### src/rtl/ah_mul_pipelined_if.sv
// Operand/result bundle for the pipelined signed multiplier.
// master drives operands and start; slave returns product, data_valid and zero_operand.
interface ah_mul_pipelined_if #(
  parameter int WIDTH = 16
);
  logic                   start;
  logic [WIDTH-1:0]       multiplicand;
  logic [WIDTH-1:0]       multiplier;
  logic [2*WIDTH-1:0]     product;
  logic                   data_valid;
  logic                   zero_operand;

  modport master (
    output start, multiplicand, multiplier,
    input  product, data_valid, zero_operand
  );

  modport slave (
    input  start, multiplicand, multiplier,
    output product, data_valid, zero_operand
  );
endinterface

### src/rtl/ah_mul_pipelined.sv
// Signed multiplier: sign-magnitude capture, one shift-and-add stage per multiplier bit.
// Latency WIDTH+2 edges, one op per clock; no backpressure, bubbles flow through.
module ah_mul_pipelined #(
  parameter int WIDTH = 16
) (
  input logic              clk,
  input logic              rst_n,
  ah_mul_pipelined_if.slave bus
);
  localparam int PW = 2 * WIDTH;

  logic             v_q    [0:WIDTH];
  logic             neg_q  [0:WIDTH];
  logic             zero_q [0:WIDTH];
  logic [PW-1:0]    pp_q   [0:WIDTH];
  logic [WIDTH-1:0] amag_q [0:WIDTH-1];
  logic [WIDTH-1:0] bmag_q [0:WIDTH-1];

  logic [WIDTH-1:0] a_abs;
  logic [WIDTH-1:0] b_abs;

  // Two's-complement of the most negative value yields 2^(WIDTH-1) as unsigned.
  assign a_abs = bus.multiplicand[WIDTH-1] ? (~bus.multiplicand + WIDTH'(1)) : bus.multiplicand;
  assign b_abs = bus.multiplier[WIDTH-1]   ? (~bus.multiplier   + WIDTH'(1)) : bus.multiplier;

  always_ff @(posedge clk or negedge rst_n) begin
    if (!rst_n) begin
      v_q[0]    <= 1'b0;
      neg_q[0]  <= 1'b0;
      zero_q[0] <= 1'b0;
      pp_q[0]   <= '0;
      amag_q[0] <= '0;
      bmag_q[0] <= '0;
    end else begin
      v_q[0]    <= bus.start;
      neg_q[0]  <= bus.multiplicand[WIDTH-1] ^ bus.multiplier[WIDTH-1];
      zero_q[0] <= (bus.multiplicand == '0) || (bus.multiplier == '0);
      pp_q[0]   <= '0;
      amag_q[0] <= a_abs;
      bmag_q[0] <= b_abs;
    end
  end

  for (genvar k = 0; k < WIDTH; k++) begin : g_stage
    logic [PW-1:0] addend;

    assign addend = bmag_q[k][k] ? (PW'(amag_q[k]) << k) : '0;

    always_ff @(posedge clk or negedge rst_n) begin
      if (!rst_n) begin
        v_q[k+1]    <= 1'b0;
        neg_q[k+1]  <= 1'b0;
        zero_q[k+1] <= 1'b0;
        pp_q[k+1]   <= '0;
      end else begin
        v_q[k+1]    <= v_q[k];
        neg_q[k+1]  <= neg_q[k];
        zero_q[k+1] <= zero_q[k];
        pp_q[k+1]   <= pp_q[k] + addend;
      end
    end

    // The final stage has no consumer for the magnitudes.
    if (k < WIDTH - 1) begin : g_fwd
      always_ff @(posedge clk or negedge rst_n) begin
        if (!rst_n) begin
          amag_q[k+1] <= '0;
          bmag_q[k+1] <= '0;
        end else begin
          amag_q[k+1] <= amag_q[k];
          bmag_q[k+1] <= bmag_q[k];
        end
      end
    end
  end

  always_ff @(posedge clk or negedge rst_n) begin
    if (!rst_n) begin
      bus.data_valid   <= 1'b0;
      bus.product      <= '0;
      bus.zero_operand <= 1'b0;
    end else begin
      bus.data_valid <= v_q[WIDTH];
      if (v_q[WIDTH]) begin
        bus.product      <= neg_q[WIDTH] ? (~pp_q[WIDTH] + PW'(1)) : pp_q[WIDTH];
        bus.zero_operand <= zero_q[WIDTH];
      end
    end
  end
endmodule

### src/flat_wrapper.sv
// flat-port wrapper written by rule: the top's interface ports become plain ports
module ah_mul_pipelined_flat 
#(
  parameter int WIDTH = 16
)
  (clk, rst_n, bus_start, bus_multiplicand, bus_multiplier, bus_product, bus_data_valid, bus_zero_operand);
  ah_mul_pipelined_if #(.WIDTH(WIDTH)) bus_i ();
  input logic clk;
  input logic rst_n;
  input wire logic [$bits(bus_i.start)-1:0] bus_start;
  input wire logic [$bits(bus_i.multiplicand)-1:0] bus_multiplicand;
  input wire logic [$bits(bus_i.multiplier)-1:0] bus_multiplier;
  output wire logic [$bits(bus_i.product)-1:0] bus_product;
  output wire logic [$bits(bus_i.data_valid)-1:0] bus_data_valid;
  output wire logic [$bits(bus_i.zero_operand)-1:0] bus_zero_operand;
  assign bus_i.start = bus_start;
  assign bus_i.multiplicand = bus_multiplicand;
  assign bus_i.multiplier = bus_multiplier;
  assign bus_product = bus_i.product;
  assign bus_data_valid = bus_i.data_valid;
  assign bus_zero_operand = bus_i.zero_operand;
  ah_mul_pipelined #(.WIDTH(WIDTH)) u_core (.clk(clk), .rst_n(rst_n), .bus(bus_i));
endmodule
### config.mk
export PLATFORM = sky130hd
export DESIGN_NAME = ah_mul_pipelined_flat
export DESIGN_NICKNAME = d
export VERILOG_FILES = /design/src/rtl/ah_mul_pipelined_if.sv /design/src/rtl/ah_mul_pipelined.sv /design/src/flat_wrapper.sv
export SDC_FILE = /design/constraint.sdc
export NUM_CORES = 1
export LEC_CHECK = 0
export CAP_MARGIN = 30
export CORE_ASPECT_RATIO = 1.25
export CORE_MARGIN = 2
export CORE_UTILIZATION = 45
export CTS_BUF_LIST = sky130_fd_sc_hd__clkbuf_2 sky130_fd_sc_hd__clkbuf_4 sky130_fd_sc_hd__clkbuf_8
export DETAILED_ROUTE_END_ITERATION = 10
export DONT_BUFFER_PORTS = 1
export GPL_ROUTABILITY_DRIVEN = 0
export HOLD_SLACK_MARGIN = 0.02
export PLACE_DENSITY = 0.64
export SYNTH_ARGS = -nofsm -noshare
export SYNTH_HDL_FRONTEND = slang
export SYNTH_SLANG_ARGS = --single-unit
### constraint.sdc
create_clock -name clk -period 3.8 [get_ports clk]
set_input_delay 0.57 -clock clk [delete_from_list [all_inputs] [get_ports clk]]
set_output_delay 0.57 -clock clk [all_outputs]
set_load 0.05 [all_outputs]
# Word level (Yosys, flattened, before mapping)

Index checks and enable logic that the tools add are counted.

Add/sub/neg operators: 18
Bitwise logic cells: 4
Shift-type cells: 0
Equal/unequal tests: 0
Multiply operators: 0
Reduce and logical (&&, ||, !) cells: 3
$lt $le $gt $ge: 0
Multiplexer cells: 19
Div/mod/pow operators: 0

Operators with widths:

| cell                  | number |
|---|---|
| $add 32x32->32        | 12 |
| $mux 16               | 3 |
| $add 16x1->16 const B | 2 |
| $add 32x1->32 const B | 1 |
| $add 32x29->32        | 1 |
| $add 32x30->32        | 1 |
| $add 32x31->32        | 1 |
| $logic_not 16->1      | 2 |
| $mux 32               | 1 |
| $not 16->16           | 2 |
| $not 32->32           | 1 |
| $mux 31               | 1 |
| $mux 30               | 1 |
| $mux 29               | 1 |
| $mux 28               | 1 |
| $mux 27               | 1 |
| $mux 26               | 1 |
| $mux 25               | 1 |
| $mux 24               | 1 |
| $mux 23               | 1 |
| $mux 22               | 1 |
| $mux 21               | 1 |
| $mux 20               | 1 |
| $mux 19               | 1 |
| 4 further kinds       | 4 |

Memories: 0
Memory bits (writable): 0
Input bits: 35
Flip-flop bits (word level): 1109
Output and inout port bits: 34
Bits in latches: 0
ROM bits: 0

# Depth between registers and ports, before layout

Gate-level depths: netlist (run 1).

Depth in word-level cells: 3
Gate-level depth with buffers: 10
Mapped depth without buffers: 9

# Worst setup path after synthesis (run 1)

OpenSTA, ideal clock, no wires.

Path kind: register -> register
Start point: register u_core.bmag_q[45] (netlist name)
End point: register u_core.pp_q[91] (netlist name)
Stages on the path, launching flop included: 10
Data required time: 3.720 ns
Slack: 1.125 ns
Buffers on the path: 0
Data arrival time: 2.595 ns
Path through: dfrtp_1 -> and2_1 -> ha_1 -> fa_1 -> a211oi_1 -> o21bai_1 -> a221oi_1 -> o21ai_0 -> a221oi_1 -> xnor2_1

Longest elaborated chain between the ends: 2

RTL lines:

| element                          | RTL line               | source |
|---|---|---|
| start: declaration               | ah_mul_pipelined.sv:17 | `logic [WIDTH-1:0] bmag_q [0:WIDTH-1];` |
| start signal: indexed assignment | ah_mul_pipelined.sv:71 | `bmag_q[k+1] <= bmag_q[k];` |
| $mux 29                          | ah_mul_pipelined.sv:47 | `assign addend = bmag_q[k][k] ? (PW'(amag_q[k]) << k) : '0;` |
| $add 32x29->32                   | ah_mul_pipelined.sv:59 | `pp_q[k+1] <= pp_q[k] + addend;` |
| end signal: indexed assignment   | ah_mul_pipelined.sv:59 |  |
| end: declaration                 | ah_mul_pipelined.sv:15 | `logic [PW-1:0] pp_q [0:WIDTH];` |

No other way between the ends.
A chain may end at the register's enable or synchronous reset.

# Final worst setup path (run 1)

Start point: register u_core.bmag_q[105] (netlist name)
End point: register u_core.pp_q[217] (netlist name)

Longest elaborated chain between the ends: 2

RTL lines:

| element        | RTL line |
|---|---|
| $mux 25        | ah_mul_pipelined.sv:47 |
| $add 32x32->32 | ah_mul_pipelined.sv:59 |

No other way between the ends.

==> results of run 1 <==
power by group through the flow:
stage | sequential (uW) | clock (uW) | combinational [uW]
global placement | 13300 | 0 | 7600
CTS | 13200 | 8530 | 8060
floorplan | 12900 | 0 | 6390
finish | 13100 | 8220 | 8260
global route | 13400 | 8990 | 9260
detailed placement | 13300 | 0 | 7950
worst max-delay path, cell delays in order (launching register included):
cell and delay, ns:
dfrtp_1 0.54, and2_1 0.24, ha_1 0.22, fa_1 0.43, a211oi_1 0.39, o21ai_0 0.21
a211oi_1 0.40, or2_2 0.24, o211ai_1 0.17, a31o_2 0.28
logic make-up after synthesis:
group	count (synthesis)
flops	868
simple gates	661
compound gates	646
fa+ha+maj	257
xor+xnor	245
buf+inv	89
mux	4
synth_stat cells (all sizes together) (15+ instances only):
library cell    n
nand2b         18
inv            48
nor3           37
ha            242
clkbuf         36
o21bai         26
nor2          143
and3           20
nand3          33
o31ai          39
a21oi         190
dfrtp         868
o21a           34
and2          257
nand4          17
a21o           66
a211oi         58
o21ai         133
xnor2         162
nand2          91
fa             15
xor2           83
layout make-up:
class | count | area (um^2)
fill | 6561 | 37400
sequential | 868 | 21700
multi-input combinational | 1813 | 13200
clock buffer | 217 | 2760
tap | 1044 | 1310
timing repair buffer | 57 | 646
clock inverter | 29 | 216
inverter | 48 | 180
antenna | 1 | 2.50
flip-flops by register name, indices dropped and copies added, names as in the netlist:
signal                   cells
u_core.amag_q              256
u_core.bmag_q              136
u_core.neg_q                17
u_core.bus.zero_operand      1
u_core.zero_q               17
u_core.v_q                  17
u_core.bus.product          32
u_core.pp_q                391
u_core.bus.data_valid        1
how the worst min path moves through the flow:
stage	startpoint	to	slack [ns]	depth (start not counted)
floorplan	rst_n	u_core.amag_q[0]	0.27	0
global placement	rst_n	u_core.bus.data_valid	0.30	0
detailed placement	rst_n	u_core.bus.data_valid	0.30	0
CTS	rst_n	u_core.bus.data_valid	-0.57	0
global route	rst_n	u_core.bus.data_valid	-0.58	0
finish	rst_n	u_core.bus.data_valid	-0.50	0
through the flow:
stage,util (%),hold slack [ns],instance area (um^2),setup slack (ns)
floorplan,-,0.274,35300,1.12
global placement,47.1,0.299,36500,0.454
detailed placement,47.1,0.300,36500,0.525
CTS,51.6,-0.574,39900,0.509
global route,51.7,-0.580,40100,0.284
finish,51.7,-0.502,40100,0.554
routing by layer:
metal,vias to the layer above,GRT usage (%)
li1,10041,-
met1,10557,14.4
met2,424,34.1
met3,191,3.79
met4,0,9.00
met5,-,0
==> run_results.csv, run 1 <==
group,metric,value,unit
yosys,synth_top_area_share,61.5,%
clocking,cts.sinks,868,
worst_setup_path,endpoint,"u_core.pp_q[217]",
yosys,synth_area_leaders,"dfrtp_1 (62%), ha_1 (8.6%), and2_1 (4.6%)",
routing,via_count,21213,
final_layout,finalNonFillerCells,4077,
sta,fin_crit_sh,85.4,%
sta,worst_slew_pin_slew,1.25,ns
routing,dr.pass1.iters,5,
yosys,yosysTopAreaCell,"dfrtp_1",
yosys,post_synth_and_or_nand_nor_area_fraction,10.1,%
worst_setup_path,cp-end-kind,"flip-flop",
sta,skew,0.0345,ns
sta,fmax,308,MHz
final_layout,final_common_cell,"dfrtp_1",
die,fp.dieH,317,um
sta,finalMaxSlewViolations,0,
grt,grt-ovfl-total,0,
yosys,synthXorXnorAreaFrac,6.08,%
yosys,synth_area,0.0353,mm^2
worst_setup_path,r2r_start,"u_core.bmag_q[105]",
final_layout,drive_gt1_share,9.33,%
clocking,clkSlewWorstSetupHoldPaths,0.06,ns
placed_design,dp.cells,3775,
yosys,synth_compound_area_share,11.8,%
clocking,cts_tree,"yes",
pwr,powerDensity,739,mW/mm^2
clocking,clockBufferDepth,3,
pwr,clkPwrFrac,27.8,%
worst_setup_path,worst_ep_arrival_time,3.89,ns
sta,post-route-min-period,3.25,ns
worst_setup_path,critPathKind,"flip-flop to flip-flop",
yosys,synthArstFlopShare,100,%
clocking,cts_made_buffers,139,
sta,hold_violations,170,
sta,setup-violations-final,0,
worst_setup_path,worstSetupStartpoint,"u_core.bmag_q[105]",
die,start_util,45.6,%
clocking,clock_latency,0.77,ns
clocking,cts-root-buf,"clkbuf_8",
grt,grt_max_degree,869,
routing,wl,63.6,mm
flow_run,cap_violations,0,
clocking,htree_levels,4,
pwr,power_frac_comb,27.9,%
sta,max_slew_margin,16.8,%
worst_setup_path,crit_fanout,16,
die,die-area,0.0807,mm^2
yosys,synth_seq_cells,868,
pwr,power.switching,9740,uW
routing,met2WireLength,37.6,mm
yosys,synth_top_family_by_area,"compound AO/OA/AOI/OAI gates",
routing,routed_via_density,5.20,
clocking,cts_setup_buffers,0,
routing,drc,0,
routing,drt-met1-wl,20.8,mm
yosys,synth_ff_type,"dfrtp_1",
routing,wl_met3,2.43,mm
placed_design,portBuffers,0,
routing,antenna_left,0,
pwr,p_leak,0.0185,uW
final_layout,final_cell_mix,"dfrtp_1 (867), and2_1 (257), ha_1 (242)",
yosys,synth_cell_types,67,
worst_setup_path,worst_setup_path_start_kind,"flip-flop",
placed_design,place.detailed.hpwl,43.2,mm
sta,finalSetupTns,0,ns
worst_hold_path,hold_path_class,"input port to async pin",
pwr,total_power,29600,uW
die,die_w,255,um
grt,grt_usage,16.6,%
routing,drt_iter0_markers,1049,
clocking,cts.repair.resized,0,
run_status,violations,"hold timing",
die,io_pins,69,
yosys,syn_nets,3062,
run_status,status,"finished with violations",
grt,grt_pass1_wl,108,mm
grt,grt_pass1_vias,23940,
pwr,intPower,19900,uW
yosys,synth-warning-count,0,
yosys,ys_seq_area_share,61.5,%
worst_setup_path,r2r_cells,9,
die,rows,114,
pwr,seq_power_share,44.3,%
routing,wl_per_cell,15.6,um
sta,holdWs,-0.502,ns
clocking,ctsHoldBuffers,50,
final_layout,nets,3219,
yosys,synth_edf_count,0,
pwr,max-vdd-ir-drop,0.365,mV
yosys,syn_inst,2770,
final_layout,syn2layout_area_growth,13.5,%
yosys,muxShareOfSynthArea,0.121,%
grt,antenna_found_initial,1,
die,core-area,0.0775,mm^2
yosys,avgSynthCellArea,12.7,um^2
routing,highest_layer,"met4",
worst_setup_path,rrSetupSlack,0.55,ns
pwr,sw_frac_of_total,32.9,%
yosys,synth_fa_ha_area_share,9.43,%
sta,rsz0062_at_grt,"no",
worst_setup_path,r2r-end,"u_core.pp_q[217]",
worst_setup_path,timing.critical_path.required,4.44,ns
(Power assumes the default switching activity.)
==> inputs of run 2 (changes only) <==
SLEW_MARGIN = 20   (was default)
==> run_results.csv, run 2 (synthesis gave the netlist of run 1 again) <==
group,metric,value,unit
die,die-area,0.0807,mm^2
worst_hold_path,hold_path_depth,2,
sta,post-route-min-period,3.24,ns
sta,hold_violations,0,
routing,drc,0,
worst_setup_path,path_cells,"and2_1 > ha_1 > fa_1 > a211oi_1 > o21ai_0 > a211oi_1 > or2_2 > o211ai_1 > a31o_2",
grt,grtUsageMet1,14.4,%
sta,worst_slew_pin_slew,0.982,ns
clocking,cts_made_buffers,139,
sta,fmax,309,MHz
grt,grt_pass1_wl,108,mm
die,start_util,45.6,%
final_layout,final_cell_mix,"dfrtp_1 (867), and2_1 (257), ha_1 (242)",
final_layout,largest-register,"u_core.pp_q",
grt,grt_pass1_vias,23940,
worst_setup_path,timing.critical_path.required,4.45,ns
worst_setup_path,rrSetupSlack,0.56,ns
sta,skew,0.0339,ns
placed_design,portBuffers,0,
worst_setup_path,max_stage_delay,0.54,ns
clocking,cts-root-buf,"clkbuf_8",
sta,finalSetupTns,0,ns
final_layout,syn2layout_area_growth,13.8,%
clocking,clkSlewWorstSetupHoldPaths,0.06,ns
grt,grt_usage,16.6,%
worst_setup_path,worst_ep_arrival_time,3.89,ns
flow_run,cap_violations,0,
grt,antenna_found_initial,1,
placed_design,place.detailed.hpwl,43.2,mm
clocking,clockBufferDepth,3,
die,io_pins,69,
final_layout,nets,3223,
worst_setup_path,path_buf_inv,0,
grt,busiest_layer,"met2",
final_layout,multi_input_area,0.0132,mm^2
routing,antenna_left,0,
routing,dr.pass1.iters,5,
worst_setup_path,r2r_cells,9,
grt,met3_usage,3.79,%
sta,max_slew_margin,34.5,%
routing,wl,63.5,mm
die,fp.dieH,317,um
worst_setup_path,crit_slowest_cell,"dfrtp_1",
clocking,cts_setup_buffers,0,
worst_setup_path,worst_setup_path_start_kind,"flip-flop",
worst_setup_path,cp_common_cell,"a211oi_1",
worst_hold_path,min-delay-start,"bus_multiplier[2]",
run_status,status,"finished clean",
final_layout,seq_area,0.0217,mm^2
worst_setup_path,crit_fanout,16,
final_layout,final_util,51.8,%
routing,via_count,21213,
pwr,p_leak,0.0186,uW
worst_setup_path,critPathKind,"flip-flop to flip-flop",
die,core-area,0.0775,mm^2
clocking,cts.sinks,868,
sta,finalMaxSlewViolations,0,
worst_setup_path,cp-end-kind,"flip-flop",
routing,wl_per_cell,15.6,um
die,die_w,255,um
final_layout,reg_top3,"u_core.pp_q: 391 flops, u_core.amag_q: 256 flops, u_core.bmag_q: 136 flops",
worst_hold_path,min_to,"u_core.bmag_q[243]",
sta,rsz0062_at_grt,"no",
final_layout,final_common_cell,"dfrtp_1",
final_layout,largest_reg_flops,391,
sta,setup-violations-final,0,
clocking,cts_tree,"yes",
grt,grt_max_degree,869,
final_layout,fill_cells,6548,
worst_hold_path,hold_path_class,"input port to flip-flop",
worst_setup_path,path_delay_family,"compound AO/OA/AOI/OAI gates",
routing,routed_via_density,5.20,
pwr,max-vdd-ir-drop,0.366,mV
die,rows,114,
worst_setup_path,r2r-end,"u_core.pp_q[217]",
worst_setup_path,worstSetupStartpoint,"u_core.bmag_q[105]",
grt,grt-ovfl-total,0,
worst_setup_path,r2r_start,"u_core.bmag_q[105]",
routing,drt_iter0_markers,1027,
clocking,clock_latency,0.77,ns
final_layout,drive_gt1_share,9.42,%
clocking,htree_levels,4,
grt,gr-usage-met2,34.1,%
pwr,powerDensity,738,mW/mm^2
sta,fin_crit_sh,85.3,%
[run 2: changes by cell type in the layout (fill, tap and decap cells not counted), sizes merged]
cell | previous run | this run
buf | 7 | 10
dlygate4sd3 | 50 | 51
[run 2: metal layers]
layer  share of wire (%)  wire length (um)
met5                   0                 0
met4                 4.4              2820
met3                 3.8              2440
met2                  59             37500
met1                  33             20800
[run 2: worst max path at each step]
stage / endpoint / slack [ns] / depth (start not counted)
2_1_floorplan: u_core.pp_q[91] / 1.12 / 9
3_3_place_gp: u_core.pp_q[434] / 0.45 / 9
3_5_place_dp: u_core.pp_q[434] / 0.53 / 9
4_1_cts: u_core.pp_q[434] / 0.51 / 9
5_1_grt: u_core.pp_q[434] / 0.28 / 9
6_report: u_core.pp_q[217] / 0.56 / 9
[run 2: repair_timing]
item / CTS / global route
gates resized for setup: 0 / 0
endpoints found under the hold margin: 903 / 167
hold buffers: 50 / 2
[run 2: power by group]
group	switching, uW	leakage [uW]	internal [uW]
Clock	3530	0.00159	4700
Combinational	4690	0.00660	3600
Sequential	1550	0.0104	11600
Total	9760	0.0186	19900
[run 2: stage by stage]
step | hold slack (ns) | cell area, um^2 | power [uW] | setup slack [ns] | std cells
floorplan | 0.274 | 35300 | 19300 | 1.12 | 2770
global placement | 0.299 | 36500 | 20900 | 0.454 | 3775
detailed placement | 0.300 | 36500 | 21300 | 0.525 | 3775
CTS | -0.574 | 39900 | 29800 | 0.509 | 4071
global route | 0.0480 | 40200 | 31700 | 0.284 | 4081
finish | 0.108 | 40200 | 29600 | 0.559 | 4081
[run 2: worst register-to-register path, cell delays in order (launching register included)]
cell and delay, ns:
dfrtp_1 0.54, and2_1 0.25, ha_1 0.23, fa_1 0.43, a211oi_1 0.39, o21ai_0 0.21, a211oi_1 0.40, or2_2 0.24
o211ai_1 0.17, a31o_2 0.28
[run 2: layout make-up]
class	count	share of cell area, %
diodes	1	0.00623
multi-input cells	1813	33.0
clock buffers	217	6.86
flip-flops and latches	868	54.1
well taps	1044	3.25
clock inverters	29	0.539
repair buffers	61	1.84
inverters	48	0.449
==> inputs of run 3 (changes only) <==
SKIP_CTS_REPAIR_TIMING = 1   (was default)
==> run_results.csv, run 3 (synthesis gave the netlist of run 1 again) <==
group,metric,value,unit
run_status,status,"finished clean",
sta,skew,0.0369,ns
die,start_util,45.6,%
worst_setup_path,worst_ep_arrival_time,3.91,ns
sta,worst_slack,0.556,ns
routing,wl_per_cell,15.6,um
die,io_pins,69,
worst_setup_path,r2r-end,"u_core.pp_q[434]",
worst_setup_path,path_delay_family,"compound AO/OA/AOI/OAI gates",
pwr,seq_power_share,44.3,%
final_layout,seq_area,0.0217,mm^2
final_layout,largest-register,"u_core.pp_q",
final_layout,largest_reg_flops,391,
routing,antenna_left,0,
pwr,p_leak,0.0186,uW
sta,finalMaxSlewViolations,0,
sta,finalSetupTns,0,ns
routing,met2WireLength,37.6,mm
sta,rsz0062_at_grt,"no",
clocking,cts_made_buffers,139,
final_layout,fill_cells,6553,
pwr,powerDensity,738,mW/mm^2
placed_design,place_area,0.0365,mm^2
worst_setup_path,cp-end-kind,"flip-flop",
clocking,cts.sinks,868,
clocking,clockBufferDepth,3,
pwr,sw_frac_of_total,33.0,%
worst_setup_path,cp_common_cell,"o21ai_0",
placed_design,place.detailed.hpwl,43.2,mm
routing,routed_via_density,5.20,
routing,via_count,21222,
flow_run,cap_violations,0,
pwr,total_power,29600,uW
grt,grt_pass1_wl,107,mm
die,fp.dieH,317,um
clocking,clkSlewWorstSetupHoldPaths,0.06,ns
placed_design,portBuffers,0,
worst_setup_path,rrSetupSlack,0.56,ns
clocking,clock_latency,0.77,ns
pwr,power.switching,9770,uW
pwr,clkPwrFrac,27.7,%
sta,setup-violations-final,0,
final_layout,nets,3222,
final_layout,reg_top3,"u_core.pp_q: 391 flops, u_core.amag_q: 256 flops, u_core.bmag_q: 136 flops",
die,die-area,0.0807,mm^2
worst_setup_path,worst_setup_path_start_kind,"flip-flop",
pwr,intPower,19900,uW
routing,drc,0,
pwr,max-vdd-ir-drop,0.365,mV
grt,grt_usage,16.4,%
final_layout,drive_gt1_share,9.42,%
final_layout,syn2layout_area_growth,13.7,%
sta,holdWs,0.0624,ns
final_layout,final_cell_mix,"dfrtp_1 (867), and2_1 (257), ha_1 (242)",
grt,grt_pass1_vias,23594,
worst_setup_path,critPathKind,"flip-flop to flip-flop",
worst_setup_path,r2r_start,"u_core.bmag_q[210]",
sta,post-route-min-period,3.24,ns
routing,drt-met1-wl,20.9,mm
clocking,cts-root-buf,"clkbuf_8",
clocking,cts_tree,"yes",
sta,max_slew_margin,36.9,%
grt,grt_max_degree,869,
sta,worst_slew_pin_slew,0.946,ns
final_layout,final_area,0.0401,mm^2
worst_setup_path,path_buf_inv,0,
pwr,power_frac_comb,28.0,%
worst_setup_path,path_cells,"and2_1 > ha_1 > fa_1 > a211oi_1 > o21ai_0 > and3_1 > a221oi_1 > o21ai_0 > a21o_1",
die,core-area,0.0775,mm^2
worst_setup_path,timing.critical_path.required,4.46,ns
die,rows,114,
routing,wl_met3,2.46,mm
grt,grt-ovfl-total,0,
routing,highest_layer,"met4",
routing,drt_iter0_markers,1100,
placed_design,pre_cts_slack,0.525,ns
worst_setup_path,crit_slowest_cell,"dfrtp_1",
worst_setup_path,cp.depth,9,
final_layout,multi_input_area,0.0132,mm^2
worst_setup_path,r2r_cells,9,
routing,dr.pass1.iters,5,
grt,antenna_found_initial,1,
clocking,htree_levels,4,
final_layout,final_common_cell,"dfrtp_1",
sta,fin_crit_sh,85.4,%
worst_hold_path,min_to,"u_core.amag_q[253]",
sta,fmax,308,MHz
die,die_w,255,um
worst_setup_path,crit_fanout,16,
worst_hold_path,hold_path_class,"input port to flip-flop",
worst_hold_path,hold_path_depth,2,
routing,wl,63.7,mm
worst_setup_path,max_stage_delay,0.53,ns
sta,hold_violations,0,
worst_hold_path,min-delay-start,"bus_multiplicand[11]",
## run 3: cell types whose count changed in the layout (fill, tap and decap cells not counted)
| cell | delta |
|---|---|
| dlygate4sd3_1 | -1 |
## run 3: how the worst max path moves through the flow
stage	slack, ns	start	to
floorplan	1.12	u_core.bmag_q[45]	u_core.pp_q[91]
global placement	0.45	u_core.bmag_q[210]	u_core.pp_q[434]
detailed placement	0.53	u_core.bmag_q[210]	u_core.pp_q[434]
CTS	0.51	u_core.bmag_q[210]	u_core.pp_q[434]
global route	0.28	u_core.bmag_q[210]	u_core.pp_q[434]
finish	0.56	u_core.bmag_q[210]	u_core.pp_q[434]
## run 3: layout make-up
class	count	share of cell area, %
clock buffers	217	6.86
multi-input cells	1813	33.0
inverters	48	0.449
clock inverters	29	0.539
well taps	1044	3.25
repair buffers	60	1.81
flip-flops and latches	868	54.1
diodes	1	0.00623
## run 3: through the flow
step | std cells | util [%]
floorplan | 2770 | -
global placement | 3775 | 47.1
detailed placement | 3775 | 47.1
CTS | 4021 | 50.9
global route | 4080 | 51.8
finish | 4080 | 51.8
## run 3: routing by layer
layer / GRT usage, % / vias to the layer above
met1: 14.3 / 10559
li1: - / 10054
met2: 33.4 / 426
met4: 8.84 / 0
met3: 3.76 / 183
met5: 0 / -
## run 3: power groups by stage
stage / Sequential, uW / Combinational [uW] / Clock, uW
floorplan: 12900 / 6390 / 0
global placement: 13300 / 7600 / 0
detailed placement: 13300 / 7950 / 0
CTS: 13200 / 8000 / 8530
global route: 13400 / 9310 / 8990
finish: 13100 / 8300 / 8230
